--- src/rtl/cla_sub_pkg.sv ---
// rtl/cla_sub_pkg.sv - shared FSM state type and slice-count helper for the sequential CLA subtractor
package cla_sub_pkg;

    typedef enum logic [1:0] {
        IDLE = 2'd0,
        RUN  = 2'd1,
        DONE = 2'd2
    } state_t;

    function automatic int slice_count(input int w, input int d);
        return w / d;
    endfunction

endpackage

--- src/rtl/cla_sub_slice.sv ---
// rtl/cla_sub_slice.sv - D-bit combinational carry-lookahead adder slice
// Every carry is expanded from generate/propagate and c_in directly, never from a lower carry.
module cla_sub_slice #(
    parameter int D = 4
) (
    input  logic [D-1:0] x,
    input  logic [D-1:0] y,
    input  logic         c_in,
    output logic [D-1:0] sum,
    output logic         c_out
);

    logic [D-1:0] w_g;
    logic [D-1:0] w_p;
    logic [D:0]   w_c;
    logic         w_term;
    logic         w_run;
    logic         w_acc;

    assign w_g = x & y;
    assign w_p = x ^ y;

    always_comb begin
        w_c    = '0;
        w_term = 1'b0;
        w_run  = 1'b0;
        w_acc  = 1'b0;
        w_c[0] = c_in;
        for (int i = 0; i < D; i++) begin
            // c[i+1] = P[i:0]&c_in | OR_j ( G[j] & P[i:j+1] )
            w_term = c_in;
            for (int j = 0; j <= i; j++) begin
                w_term = w_term & w_p[j];
            end
            w_acc = w_term;
            for (int j = 0; j <= i; j++) begin
                w_run = w_g[j];
                for (int m = j + 1; m <= i; m++) begin
                    w_run = w_run & w_p[m];
                end
                w_acc = w_acc | w_run;
            end
            w_c[i+1] = w_acc;
        end
    end

    assign sum   = w_p ^ w_c[D-1:0];
    assign c_out = w_c[D];

endmodule

--- src/rtl/carry_lookahead_subtractor_seq.sv ---
// rtl/carry_lookahead_subtractor_seq.sv - sequential a - b - b_in, one D-bit lookahead slice per cycle
// Optional CLA_SUB_OVERFLOW_EN adds the two's-complement overflow output ovf.
module carry_lookahead_subtractor_seq
    import cla_sub_pkg::*;
#(
    parameter int W = 16,
    parameter int D = 4
) (
    input  logic         clk,
    input  logic         rst,
    input  logic         in_valid,
    output logic         in_ready,
    input  logic [W-1:0] a,
    input  logic [W-1:0] b,
    input  logic         b_in,
    output logic         out_valid,
    input  logic         out_ready,
    output logic [W-1:0] d,
    output logic         b_out
`ifdef CLA_SUB_OVERFLOW_EN
    ,
    output logic         ovf
`endif
);

    localparam int N  = slice_count(W, D);
    localparam int KW = (N > 1) ? $clog2(N) : 1;
    localparam logic [KW-1:0] K_LAST = KW'(N - 1);

    state_t        r_state;
    logic [W-1:0]  r_a;
    logic [W-1:0]  r_nb;
    logic [W-1:0]  r_d;
    logic          r_carry;
    logic          r_bout;
    logic [KW-1:0] r_k;

    logic [D-1:0]   w_sum;
    logic           w_cout;
    logic [W+D-1:0] w_a_ext;
    logic [W+D-1:0] w_nb_ext;
    logic [W+D-1:0] w_d_ext;

    // Operands shift right so the active slice always sits in the low D bits;
    // results enter from the top so slice 0 lands in d[D-1:0] after N shifts.
    assign w_a_ext  = {{D{1'b0}}, r_a};
    assign w_nb_ext = {{D{1'b0}}, r_nb};
    assign w_d_ext  = {w_sum, r_d};

    cla_sub_slice #(
        .D (D)
    ) u_slice (
        .x     (r_a[D-1:0]),
        .y     (r_nb[D-1:0]),
        .c_in  (r_carry),
        .sum   (w_sum),
        .c_out (w_cout)
    );

`ifdef CLA_SUB_OVERFLOW_EN
    logic r_ovf;
    // On the last slice the low D bits hold the original MSB slice of a and ~b.
    always_ff @(posedge clk) begin
        if (rst) begin
            r_ovf <= 1'b0;
        end else if (r_state == RUN && r_k == K_LAST) begin
            r_ovf <= (r_a[D-1] ^ ~r_nb[D-1]) & (r_a[D-1] ^ w_sum[D-1]);
        end
    end
    assign ovf = r_ovf;
`endif

    always_ff @(posedge clk) begin
        if (rst) begin
            r_state <= IDLE;
            r_a     <= '0;
            r_nb    <= '0;
            r_d     <= '0;
            r_carry <= 1'b0;
            r_bout  <= 1'b0;
            r_k     <= '0;
        end else begin
            case (r_state)
                IDLE: begin
                    if (in_valid) begin
                        r_a     <= a;
                        r_nb    <= ~b;
                        r_carry <= ~b_in;
                        r_k     <= '0;
                        r_state <= RUN;
                    end
                end
                RUN: begin
                    r_a     <= w_a_ext[W+D-1:D];
                    r_nb    <= w_nb_ext[W+D-1:D];
                    r_d     <= w_d_ext[W+D-1:D];
                    r_carry <= w_cout;
                    r_k     <= r_k + 1'b1;
                    if (r_k == K_LAST) begin
                        r_bout  <= ~w_cout;
                        r_state <= DONE;
                    end
                end
                DONE: begin
                    if (out_ready) begin
                        r_state <= IDLE;
                    end
                end
                default: r_state <= IDLE;
            endcase
        end
    end

    assign in_ready  = (r_state == IDLE);
    assign out_valid = (r_state == DONE);
    assign d         = r_d;
    assign b_out     = r_bout;

endmodule
--- config.mk ---
export PLATFORM = sky130hd
export DESIGN_NAME = carry_lookahead_subtractor_seq
export DESIGN_NICKNAME = d
export VERILOG_FILES = /design/src/rtl/cla_sub_pkg.sv /design/src/rtl/cla_sub_slice.sv /design/src/rtl/carry_lookahead_subtractor_seq.sv
export SDC_FILE = /design/constraint.sdc
export NUM_CORES = 1
export LEC_CHECK = 0
export BUFFER_PORTS_ARGS = -buffer_cell sky130_fd_sc_hd__buf_2
export CORE_AREA = 3 3 72 74
export CTS_BUF_LIST = sky130_fd_sc_hd__clkbuf_4 sky130_fd_sc_hd__clkbuf_8
export DETAILED_ROUTE_END_ITERATION = 10
export DIE_AREA = 0 0 75 77
export PLACE_DENSITY = 0.77
export SETUP_SLACK_MARGIN = 0.1
export SLEW_MARGIN = 0
export SYNTH_ARGS = -nofsm -noshare
export SYNTH_HDL_FRONTEND = slang
export SYNTH_HIERARCHICAL = 1
export SYNTH_SLANG_ARGS = --single-unit
export TNS_END_PERCENT = 100
--- constraint.sdc ---
create_clock -name clk -period 2.85 [get_ports clk]
set_clock_uncertainty 0.05 [all_clocks]
set_input_delay 0.1425 -clock clk [delete_from_list [all_inputs] [get_ports clk]]
set_output_delay 0.1425 -clock clk [all_outputs]
set_load 0.02 [all_outputs]
### Word level (Yosys, flattened, before mapping)

Cells that the tools add are included.

* bits in registers: 54
* latch bits: 0
* memory bits (writable): 0
* memory bits (read-only): 0
* logic and storage cells: 57
* memories kept: 0

* add/sub/neg operators: 1
* multipliers: 0
* divide/modulo/power cells: 0
* order comparisons: 0
* equality and inequality tests: 6
* shift operators: 0
* mux-type cells: 12
* bitwise logic cells: 26
* reduce and logical (&&, ||, !) cells: 5

Operator list (count)
* 16-bit case mux with 2 select lines: 2
* 16-bit 2-to-1 mux: 2
* 16-bit inverter: 1
* 1-bit bitwise AND: 10
* 1-bit OR: 10
* 2-bit 2-to-1 mux: 4
* 4-bit bitwise XOR: 2
* 2-bit case mux with 3 select lines: 1
* 4-bit bitwise AND: 1
* 2-bit == test (second input constant): 2
* 2-bit != test (second input constant): 2
* 2-bit case mux with 2 select lines: 1
* 2-bit AND reduction: 2
* 3-bit AND reduction: 1
* 2-bit by 1-bit adder with 2-bit output (second input constant): 1
* 2-bit by 1-bit == test with 1-bit output (second input constant): 1
* 2-bit logical NOT: 1
* 2-bit by 1-bit != test with 1-bit output (second input constant): 1
* 1-bit inverter: 2
* 1-bit case mux with 2 select lines: 1
* 2-bit nonzero test: 1
* 1-bit 2-to-1 mux: 1

### Logic depth before layout (Yosys ltp)

Gate-level depths: netlist of run 1.

* word-level depth: 10
* mapped depth: 7
* mapped depth without buffers: 7

### By module

Netlist of run 1, hierarchy kept.

Modules (own cells, without submodules)
* carry_lookahead_subtractor_seq: instances 1, cells an instance 251, area an instance 2199.6 sq um
* cla_sub_slice: instances 1, cells an instance 15, area an instance 151.4 sq um

### Worst setup path after synthesis of run 1

OpenSTA, ideal clock, no wires.

* path type: register to register
* from: register r_nb[0]
* to: register r_carry
* arrival time: 1.453 ns
* path slack: 1.201 ns
* cell stages (with the launch flop): 8
* clock period less this slack: 1.649 ns
* path through: dfxtp_1 -> ha_1 -> ha_1 -> o211ai_2 -> nand2_1 -> a21o_1 -> nor2_1 -> a2111oi_4

* cells in the longest elaborated chain, start to end: 10

Ends and longest elaborated chain
* start: declaration: RTL line carry_lookahead_subtractor_seq.sv:32 `logic [W-1:0] r_nb;`
* start signal: assignment: RTL line carry_lookahead_subtractor_seq.sv:87 `r_nb <= ~b;`
* start signal: assignment: RTL line carry_lookahead_subtractor_seq.sv:95 `r_nb <= w_nb_ext[W+D-1:D];`
* 4-bit bitwise XOR: RTL line cla_sub_slice.sv:21 `assign w_p = x ^ y;`
* 1-bit bitwise AND (4 in series): RTL line cla_sub_slice.sv:33 `w_term = w_term & w_p[j];`
* 1-bit OR * (4 in series): RTL line cla_sub_slice.sv:41 `w_acc = w_acc | w_run;`
* net w_cout: RTL line carry_lookahead_subtractor_seq.sv:39 `logic w_cout;`
* 1-bit case mux with 2 select lines *: RTL line carry_lookahead_subtractor_seq.sv:83 `case (r_state)`
* end signal: assignment: RTL line carry_lookahead_subtractor_seq.sv:88 `r_carry <= ~b_in;`
* end signal: assignment: RTL line carry_lookahead_subtractor_seq.sv:97 `r_carry <= w_cout;`
* end: declaration: RTL line carry_lookahead_subtractor_seq.sv:34 `logic r_carry;`

The timed path passes the listed nets; every way through them passes the cells marked *.
A chain may end at the register's enable or synchronous reset.

### Final worst setup path of run 1

* from: register r_state[1]
* to: register r_state[0]

* cells in the longest elaborated chain, start to end: 3

Ends and longest elaborated chain
* start: declaration: RTL line carry_lookahead_subtractor_seq.sv:30 `state_t r_state;`
* start signal: assignment: RTL line carry_lookahead_subtractor_seq.sv:75 `r_state <= IDLE;`
* start signal: assignment: RTL line carry_lookahead_subtractor_seq.sv:90 `r_state <= RUN;`
* start signal: assignment: RTL line carry_lookahead_subtractor_seq.sv:101 `r_state <= DONE;`
* 2-bit by 1-bit == test with 1-bit output, or another cell as far along: RTL line carry_lookahead_subtractor_seq.sv:83
* 2-bit != test (no line) / 2-bit by 1-bit != test with 1-bit output (equally long branches)
* 3-bit AND reduction (no line)

Parallel ways exist; a longest one is shown, timed or not.

==> results of run 1 <==
## cells in the mapped netlist, types with 2 or more instances
library cell	count	share of area, %
nor2_1	72	11
dfxtp_1	54	46
nand2_1	33	5.3
a21oi_1	21	4.5
nor4_1	12	3.2
a2111oi_2	10	6.4
ha_1	6	3.2
buf_2	5	1.1
clkbuf_1	5	0.80
a22oi_1	4	1.3
buf_4	4	1.3
buf_6	4	1.9
o21ai_0	4	0.85
a2bb2oi_1	3	1.1
nor2b_1	3	0.80
a2111oi_1	2	0.85
buf_1	2	0.32
nand3b_1	2	0.64
xor2_1	2	0.75
## flip-flops by register name, indices dropped and copies added (netlist names)
register  count
b_out         1
d            16
r_a          16
r_carry       1
r_k           2
r_nb         16
r_state       2
## kinds of logic after synthesis
logic type / Yosys count
AOI/OAI and AO/OA: 51
and+or+nand+nor: 128
muxes: 1
adders and majority gates: 7
xor gates and xnor gates: 3
DFF: 54
buffers and inverters: 22
## worst max-delay path, delay by kind of cell, from the launching register on
| family | cells | cell delay (ps) |
|---|---|---|
| simple gates | 2 | 680 |
| flops | 1 | 570 |
| buf+inv | 1 | 390 |
| compound gates | 1 | 110 |
## layout make-up
| class | count | area [um^2] | share of cell area (%) |
|---|---|---|---|
| well taps | 54 | 67.6 | 2.40 |
| multi-input cells | 190 | 1120 | 40.0 |
| repair buffers | 70 | 418 | 14.9 |
| clock inverters | 3 | 47.5 | 1.69 |
| clock buffers | 5 | 68.8 | 2.45 |
| flip-flops and latches | 54 | 1080 | 38.5 |
| inverters | 1 | 3.75 | 0.134 |
## final timing paths
path,end,slack [ps],cells after the start
max,r_state[0]$_SDFFE_PP0P_,900,4
min,r_carry$_SDFFE_PP0P_,9,2
max reg2reg,r_state[0]$_SDFFE_PP0P_,900,4
min reg2reg,d[3]$_SDFFE_PP0P_,410,2
## layout by cell type (no fill, tap or decap)
cell,netlist,layout
or3b_1,1,1
nand3b_1,2,2
o21ba_1,1,1
fa_1,1,1
nor2_1,72,72
xnor2_1,1,1
o21a_1,1,1
nand2b_1,1,1
a2111oi_1,2,2
a2111oi_4,1,1
buf_2,5,55
nor2b_2,1,1
a2111oi_2,10,10
xor2_1,2,2
inv_1,1,1
nor4_1,12,12
bufinv_16,0,1
ha_1,6,6
nor2_2,1,1
dlygate4sd3_1,0,12
a2bb2oi_1,3,3
nor2b_1,3,3
o21ai_0,4,4
a311oi_1,1,1
a21oi_1,21,21
nand2_1,33,33
inv_6,0,1
a21o_1,1,1
nor3b_4,1,1
dfxtp_1,54,54
clkinv_4,0,1
clkbuf_8,0,5
a22oi_1,4,4
mux2i_1,1,1
or3b_2,1,1
o211ai_2,1,1
buf_4,4,3
o21bai_1,1,1
## metrics by stage
| step | cells | worst slack, ps | power, W | hold slack (ps) | util (%) |
|---|---|---|---|---|---|
| after floorplan | 266 | 1200 | 0.00105 | 187 | - |
| after global placement | 357 | 1000 | 0.00111 | 277 | 55.2 |
| after detailed placement | 357 | 924 | 0.00112 | 283 | 55.2 |
| after CTS | 377 | 901 | 0.00165 | 0.802 | 60.3 |
| after global routing | 377 | 727 | 0.00171 | 7.48 | 60.3 |
| final | 377 | 895 | 0.00163 | 8.57 | 60.3 |
## what timing repair did
item | in CTS | in global routing
hold buffers | 12 | 0
endpoints found under the hold margin | 12 | 0
setup buffers | 0 | 0
## power groups by stage
stage | Combinational, W | Sequential [W] | Clock, W
3_3_place_gp | 0.000251 | 0.000858 | 0
4_1_cts | 0.000271 | 0.000842 | 0.000533
5_1_grt | 0.000302 | 0.000850 | 0.000560
2_1_floorplan | 0.000195 | 0.000858 | 0
6_report | 0.000270 | 0.000843 | 0.000520
3_5_place_dp | 0.000257 | 0.000859 | 0
## metal layers
| metal | GRT usage [%] | up-vias | part of all wire (%) |
|---|---|---|---|
| met5 | 0 | - | 0 |
| li1 | - | 1014 | - |
| met3 | 3.41 | 7 | 3.3 |
| met1 | 25.0 | 943 | 46 |
| met4 | 6.23 | 0 | 1.3 |
| met2 | 29.5 | 43 | 49 |
==> impl_metrics.tcl, run 1 <==
set metrics [dict create \
    status "finished clean" \
    grt_remaining_overflow 0 \
    die_h_um 77 \
    power_leakage_nw 1.24 \
    wl_um 5130 \
    power_switching_share_pct 27.1 \
    tightest_slew_ps 1100 \
    synth-compound-area-share_pct 18.4 \
    p_sw_w 0.000443 \
    via_per_inst 5.32 \
    cts_sinks 54 \
    worstPathCellList "nand2b_1 > buf_4 > o21ai_0 > nor2b_1" \
    worstSetupEndpointType "flop" \
    wire_per_inst_um 13.6 \
    seqPwrFrac_pct 51.6 \
    drtPass1Iterations 4 \
    synth.net_count 310 \
    synth_area_um2 2350 \
    grtUsageTotal_pct 18.6 \
    hold_viol 0 \
    path_clk_slew_ps 90 \
    htreeDepth 2 \
    yosysWarnings 6 \
    cts_tree "yes" \
    synthAdderAreaFrac_pct 4.04 \
    yosys.area_share.simple_pct 23.8 \
    tns_ps 0 \
    die_x_um 75 \
    grt_start_max_net_pins 55 \
    p_per_area_nw_per_um2 581 \
    drv_cap 0 \
    io_pins 56 \
    clock_path_buffers 2 \
    drive_gt1_share_pct 25.4 \
    critical_path_class "flop to flop" \
    fin_crit_sh_pct 68.6 \
    start_util_pct 50.4 \
    synth_mux_area_share_pct 0.426 \
    core_um2 4660 \
    insertion_delay_ps 310 \
    critPathLaunch "r_state[1]$_SDFFE_PP0P_" \
    row_count 25 \
    area_growth_pct 19.6 \
    synth_xor_area_share_pct 1.12 \
    slowest_stage "dfxtp_1" \
    placed_area_um2 2570 \
    hold_path.class "primary input to flop" \
    cp.required_ps 2960 \
    irDropWorstVdd_v 0.000299 \
    route.detailed.drc 0 \
    antenna_found_initial 0 \
    place.gp.congestion 0.804 \
    synthArstFlopShare_pct 0 \
    cts_resized 0 \
    fill_cells 408 \
    drt-initial-drc-count 126 \
    final_nets 366 \
    max-slew-margin-rel_pct 26.6 \
    first_global_vias 1900 \
    grt_first_pass_wirelength_um 8560 \
    hpwl_um 3380 \
    synth_top_family_by_area "simple AND/OR/NAND/NOR gates" \
    setup_viol 0 \
    power_frac_comb_pct 16.5 \
    arrival_ps 2060 \
    r2r_start "r_state[1]$_SDFFE_PP0P_" \
    postRouteAntennaNets 0 \
    num_antenna_cells 0 \
    portBuffers 55 \
    internal_power_w 0.00119 \
    dieArea_um2 5780 \
    vias 2007 \
    crit_fanout 29 \
    drv_slew 0 \
    cts_root_buffer "clkbuf_8" \
    cts_buffers 5 \
    final_area_um2 2810 \
    hp-start "b_in" \
    synth_edf_count 0 \
    fmax_ghz 0.512 \
    slowest_delay_ps 570 \
    clock_power_share_pct 31.9 \
    start_kind "flop" \
    rsz0062_at_grt "no" \
    min_period_ps 1950 \
    yosys_register_bits 54 \
    syn_avg_cell_area_um2 8.84 \
    netlist-cell-type-count 37 \
    synthFlopType "dfxtp_1" \
    yosysSeqAreaShare_pct 46.0 \
    syn_inst 266 \
]
No activity file was read; power rests on OpenSTA's default activity.
==> run 2, diff against run 1 <==
--- a/config.mk
+++ b/config.mk
@@ -5,12 +5,13 @@
 export SDC_FILE = /design/constraint.sdc
 export NUM_CORES = 1
 export LEC_CHECK = 0
+export ABC_AREA = 1
 export BUFFER_PORTS_ARGS = -buffer_cell sky130_fd_sc_hd__buf_2
-export CORE_AREA = 3 3 72 74
+export CORE_AREA = 3 3 76 78
 export CTS_BUF_LIST = sky130_fd_sc_hd__clkbuf_4 sky130_fd_sc_hd__clkbuf_8
 export DETAILED_ROUTE_END_ITERATION = 10
-export DIE_AREA = 0 0 75 77
-export PLACE_DENSITY = 0.77
+export DIE_AREA = 0 0 79 81
+export PLACE_DENSITY = 0.76
 export SETUP_SLACK_MARGIN = 0.1
 export SLEW_MARGIN = 0
 export SYNTH_ARGS = -nofsm -noshare
==> constraint.sdc (replaced) <==
create_clock -name clk -period 1.85 [get_ports clk]
set_clock_uncertainty 0.05 [all_clocks]
set_input_delay 0.0925 -clock clk [delete_from_list [all_inputs] [get_ports clk]]
set_output_delay 0.0925 -clock clk [all_outputs]
set_load 0.02 [all_outputs]
==> impl_metrics.tcl, run 2 <==
set metrics [dict create \
    status "finished clean" \
    grt_remaining_overflow 0 \
    portBuffers 55 \
    syn_inst 394 \
    start_kind "flop" \
    netlist_top_cells_count "nand2_1, nor2_1, dfxtp_1, inv_1, a21oi_1" \
    cts_tree "yes" \
    core_um2 5140 \
    yosys.area.top_type_share_pct 41.0 \
    synth_top_area_cell "dfxtp_1" \
    vias 2397 \
    fin_crit_sh_pct 86.5 \
    wire_per_inst_um 10.2 \
    die_h_um 81 \
    p_sw_w 0.000778 \
    hold-worst-slack_ps 27.6 \
    tns_ps 0 \
    internal_power_w 0.00189 \
    holdPathStages 4 \
    multiInputGateArea_um2 1200 \
    fmax_ghz 0.625 \
    r2r_start "r_nb[0]$_SDFFE_PP0P_" \
    yosysWarnings 6 \
    antenna_found_initial 0 \
    critical_path_class "flop to flop" \
    drv_cap 0 \
    syn_avg_cell_area_um2 6.69 \
    grt_first_pass_wirelength_um 8830 \
    cts_buffers 5 \
    postRouteAntennaNets 0 \
    reg2reg_depth 10 \
    yosys_register_bits 54 \
    seqCellArea_um2 1080 \
    power_leakage_nw 1.59 \
    final_nets 497 \
    hp-start "b[5]" \
    dieArea_um2 6400 \
    drv_slew 0 \
    synth_edf_count 0 \
    first_global_vias 2093 \
    synthTopCellsByArea "dfxtp_1, nand2_1, nor2_1, inv_1, a21oi_1" \
    p_per_area_nw_per_um2 855 \
    grtUsageTotal_pct 17.2 \
    wl_um 5350 \
    area_growth_pct 18.6 \
    max-slew-margin-rel_pct 64.9 \
    cp.required_ps 2010 \
    worst-r2r-setup-slack_ps 250 \
    drtPass1Iterations 4 \
    cts_root_buffer "clkbuf_8" \
    power_frac_comb_pct 21.4 \
    synth_area_um2 2640 \
    io_pins 56 \
    route.detailed.drc 0 \
    tightest_slew_ps 525 \
    via_per_inst 4.57 \
    crit_fanout 3 \
    place_inst 507 \
    power.total_w 0.00267 \
    seqPwrFrac_pct 49.4 \
    hold_path.class "primary input to flop" \
    place.gp.congestion 0.758 \
    cts_sinks 54 \
    path_clk_slew_ps 100 \
    hold_viol 0 \
    die_x_um 79 \
    synth.net_count 438 \
    mostFrequentLayoutCells "nand2_1, nor2_1, buf_2, inv_1, dfxtp_1" \
    power_switching_share_pct 29.1 \
    synthFlopType "dfxtp_1" \
    drt-initial-drc-count 99 \
    final_common_cell "nand2_1" \
    r2r_end "r_carry$_SDFFE_PP0P_" \
    netlist-cell-type-count 24 \
    rsz0062_at_grt "no" \
    start_util_pct 51.3 \
    grt_start_max_net_pins 43 \
    clock_path_buffers 2 \
    fill_cells 516 \
    htreeDepth 2 \
    worstSetupEndpointType "flop" \
    clock_power_share_pct 29.2 \
    setup_viol 0 \
    irDropWorstVdd_v 0.000471 \
    yosysSeqAreaShare_pct 41.0 \
    min_period_ps 1600 \
    hpwl_um 3660 \
    min_delay_worst_endpoint "r_nb[5]$_SDFFE_PP0P_" \
    row_count 26 \
    fin_util_pct 60.8 \
    insertion_delay_ps 310 \
    layout.cells.non_filler 524 \
    num_antenna_cells 0 \
    synthArstFlopShare_pct 0 \
    drive_gt1_share_pct 17.6 \
    arrival_ps 1760 \
    yosysMostFrequentCell "nand2_1" \
]
==> run 2: power groups by stage <==
stage          registers, W  clock network [W]  logic, W
3_3_place_gp        0.00134                  0  0.000551
5_1_grt             0.00133           0.000843  0.000658
3_5_place_dp        0.00135                  0  0.000559
4_1_cts             0.00132           0.000806  0.000576
6_report            0.00132           0.000780  0.000572
2_1_floorplan       0.00137                  0  0.000398
==> run 2: critical path: stages, from the launching register on <==
cell and delay, ps:
dfxtp_2 350, ha_1 290, ha_1 210, nand3_1 70, nand4_1 110, nand2_1 70
nand2_1 50, inv_1 70, nand2_1 50, a21oi_1 130, nor2_1 50
==> run 2: worst max path at each step <==
| stage | start | endpoint | cells past startpoint |
|---|---|---|---|
| finish | r_nb[0]$_SDFFE_PP0P_ | r_carry$_SDFFE_PP0P_ | 10 |
| global route | r_nb[0]$_SDFFE_PP0P_ | r_carry$_SDFFE_PP0P_ | 10 |
| CTS | r_nb[0]$_SDFFE_PP0P_ | r_carry$_SDFFE_PP0P_ | 10 |
| detailed placement | r_nb[0]$_SDFFE_PP0P_ | r_carry$_SDFFE_PP0P_ | 10 |
| global placement | r_nb[0]$_SDFFE_PP0P_ | r_carry$_SDFFE_PP0P_ | 10 |
| floorplan | r_nb[0]$_SDFFE_PP0P_ | r_carry$_SDFFE_PP0P_ | 10 |
==> run 2: cell type report <==
cell class,instances,share of cell area [%]
flip-flops and latches,54,34.7
repair buffers,73,13.9
clock buffers,5,2.20
well taps,70,2.80
inverters,55,6.61
multi-input cells,264,38.6
clock inverters,3,1.28
==> run 2: logic make-up (layout without fill, tap and decap cells) <==
logic type,after synthesis,in the layout,synth area share (%)
compound gates,55,55,11.0
flops,54,54,41.0
fa+ha+maj,7,7,3.61
simple gates,200,200,30.4
buf+inv,76,136,13.2
xor+xnor,2,2,0.665
==> run 2: through the flow <==
stage,setup slack (ps),cell area [um^2]
after global placement,286,2920
final,249,3120
after global routing,113,3120
after floorplan,351,2640
after CTS,224,3120
after detailed placement,245,2920
==> run 2: per-layer routing <==
| metal | vias up | share of wire (%) | GRT usage (%) |
|---|---|---|---|
| li1 | 1303 | - | - |
| met1 | 1036 | 46 | 19.8 |
| met2 | 51 | 47 | 31.1 |
| met3 | 7 | 5.7 | 5.21 |
| met4 | 0 | 1.0 | 4.12 |
| met5 | - | 0 | 0 |
==> run 2: timing repair <==
item / 4_1_cts / 5_1_grt
endpoints found under the setup margin: 0 / 1
hold endpoints to repair: 9 / 0
gates resized for setup: 0 / 2
hold buffers: 9 / 0
buffers inserted: 0 / 0
==> run 3, diff against run 2 <==
--- a/config.mk
+++ b/config.mk
@@ -7,15 +7,14 @@
 export LEC_CHECK = 0
 export ABC_AREA = 1
 export BUFFER_PORTS_ARGS = -buffer_cell sky130_fd_sc_hd__buf_2
-export CORE_AREA = 3 3 76 78
+export CORE_AREA = 3 3 71 73
 export CTS_BUF_LIST = sky130_fd_sc_hd__clkbuf_4 sky130_fd_sc_hd__clkbuf_8
 export DETAILED_ROUTE_END_ITERATION = 10
-export DIE_AREA = 0 0 79 81
+export DIE_AREA = 0 0 74 76
 export PLACE_DENSITY = 0.76
 export SETUP_SLACK_MARGIN = 0.1
 export SLEW_MARGIN = 0
 export SYNTH_ARGS = -nofsm -noshare
 export SYNTH_HDL_FRONTEND = slang
-export SYNTH_HIERARCHICAL = 1
 export SYNTH_SLANG_ARGS = --single-unit
 export TNS_END_PERCENT = 100
==> impl_metrics.tcl, run 3 <==
set metrics [dict create \
    crit_cells 8 \
    drv_slew 0 \
    hold_viol 0 \
    path_common_cell "ha_1" \
    yosysWarnings 0 \
    grt_start_max_net_pins 50 \
    synth.net_count 324 \
    hp-start "b[4]" \
    insertion_delay_ps 300 \
    cts_resized 0 \
    slowest_delay_ps 360 \
    area_growth_pct 21.4 \
    netlist-cell-type-count 25 \
    mostFrequentLayoutCells "buf_2, dfxtp_1, o21ai_0, a21oi_1, nor2_1" \
    cts_tree "yes" \
    core_um2 4410 \
    dieArea_um2 5620 \
    p_per_area_nw_per_um2 927 \
    power_leakage_nw 1.24 \
    synthArstFlopShare_pct 0 \
    arrival_ps 1760 \
    start_util_pct 50.5 \
    synth_top_area_cell "dfxtp_1" \
    path_clk_slew_ps 90 \
    wire_per_inst_um 12.7 \
    tns_ps 0 \
    portBuffers 55 \
    vias 2061 \
    cp.required_ps 2060 \
    route.detailed.drc 0 \
    synthTopCellsByArea "dfxtp_1, o21ai_0, a21oi_1, nor2_1, nand2_1" \
    yosysMostFrequentCell "dfxtp_1" \
    synthFlopType "dfxtp_1" \
    worstSetupEndpointType "flop" \
    reg2reg_depth 8 \
    rsz0062_at_grt "no" \
    irDropWorstVdd_v 0.000456 \
    hpwl_um 3330 \
    path_buf_inv 1 \
    num_antenna_cells 0 \
    die_x_um 74 \
    syn_avg_cell_area_um2 7.97 \
    crit_fanout 3 \
    via_per_inst 5.28 \
    final_common_cell "buf_2" \
    drive_gt1_share_pct 22.2 \
    drv_cap 0 \
    yosys_register_bits 54 \
    netlist_top_cells_count "dfxtp_1, o21ai_0, a21oi_1" \
    htreeDepth 2 \
    fin_util_pct 61.3 \
    synth_edf_count 0 \
    cts_root_buffer "clkbuf_8" \
    slowest_stage "dfxtp_1" \
    wl_um 4960 \
    holdPathStages 4 \
    syn_inst 280 \
    grtUsageTotal_pct 18.9 \
    grt_remaining_overflow 0 \
    r2r_start "r_a[0]$_SDFFE_PP0P_" \
    place.gp.congestion 0.774 \
    fmax_ghz 0.645 \
    drt-initial-drc-count 91 \
    row_count 24 \
    synth_area_um2 2230 \
    io_pins 56 \
    critical_path_class "flop to flop" \
    clock_path_buffers 2 \
    status "finished clean" \
    critPathLaunch "r_a[0]$_SDFFE_PP0P_" \
    grt_first_pass_wirelength_um 8570 \
    setup_viol 0 \
    final_nets 381 \
    tightest_slew_ps 939 \
    yosys.area.top_type_share_pct 48.5 \
    postRouteAntennaNets 0 \
    min_period_ps 1550 \
    cts_buffers 5 \
    hold_path.class "primary input to flop" \
    start_kind "flop" \
    antenna_found_initial 0 \
    worstPathCellList "ha_1 > ha_1 > nand3_1 > nand4_1 > and2_1 > o21ai_0 > nand2_1 > inv_1" \
    fin_crit_sh_pct 83.8 \
    max-slew-margin-rel_pct 37.3 \
    die_h_um 76 \
    cp_top_family "adder cells" \
    drtPass1Iterations 4 \
    first_global_vias 1940 \
    cts_sinks 54 \
    yosysSeqAreaShare_pct 48.5 \
]
## run 3: stage by stage
stage          instances  setup slack (ps)  total power, W  area, um^2  hold WS (ps)
2_1_floorplan        280               393         0.00162        2230           121
3_3_place_gp         374               322         0.00173        2520           301
3_5_place_dp         374               301         0.00174        2520           310
4_1_cts              390               287         0.00252        2710          11.2
5_1_grt              390               116         0.00264        2710          12.6
6_report             390               299         0.00251        2710          10.1
## run 3: cell type report
type | instances | area (um^2)
Clock buffer | 5 | 68.8
Clock inverter | 3 | 40.0
Fill cell | 389 | 1710
Inverter | 12 | 45.0
Multi-Input combinational cell | 196 | 1010
Sequential cell | 54 | 1080
Tap cell | 52 | 65.1
Timing Repair Buffer | 68 | 393
## run 3: routing by layer
metal  vias up  track usage [%]  share of wire (%)
li1       1072                -                  -
met1       926             24.1                 45
met2        59             30.8                 47
met3         4             4.35                7.0
met4         0             6.52               0.77
met5         -                0                  0
## run 3: worst reg2reg max path: stages (launching register included)
cell     delay (ps)
dfxtp_1         360
ha_1            300
ha_1            190
nand3_1          80
nand4_1         130
and2_1          160
o21ai_0         130
nand2_1          60
inv_1            40
## run 3: power by group
group	switching (W)	internal [W]	total [W]	leakage, nW
clock	0.000381	0.000399	0.000780	0.0579
sequential	0.0000575	0.00126	0.00131	0.447
combinational	0.000245	0.000172	0.000416	0.731
total	0.000683	0.00183	0.00251	1.24
## run 3: repair_timing
action | CTS | global route
hold buffers | 8 | 0
setup buffers | 0 | 0
endpoints found under the hold margin | 8 | 0
## run 3: kinds of logic after synthesis
logic type               after synthesis  share of synthesized area (%)
buffers and inverters                 30                           6.06
flip-flops                            54                           48.5
adder cells (fa/ha/maj)                7                           4.26
AND/OR/NAND/NOR                       79                           15.1
AO/OA/AOI/OAI                        108                           25.3
XOR/XNOR                               2                          0.785
## run 3: final timing paths
kind / to / slack, ps
setup / recovery: d[15]$_SDFFE_PP0P_ / 300
hold / removal: r_nb[4]$_SDFFE_PP0P_ / 10
setup reg to reg: d[15]$_SDFFE_PP0P_ / 300
hold reg to reg: r_a[12]$_SDFFE_PP0P_ / 420
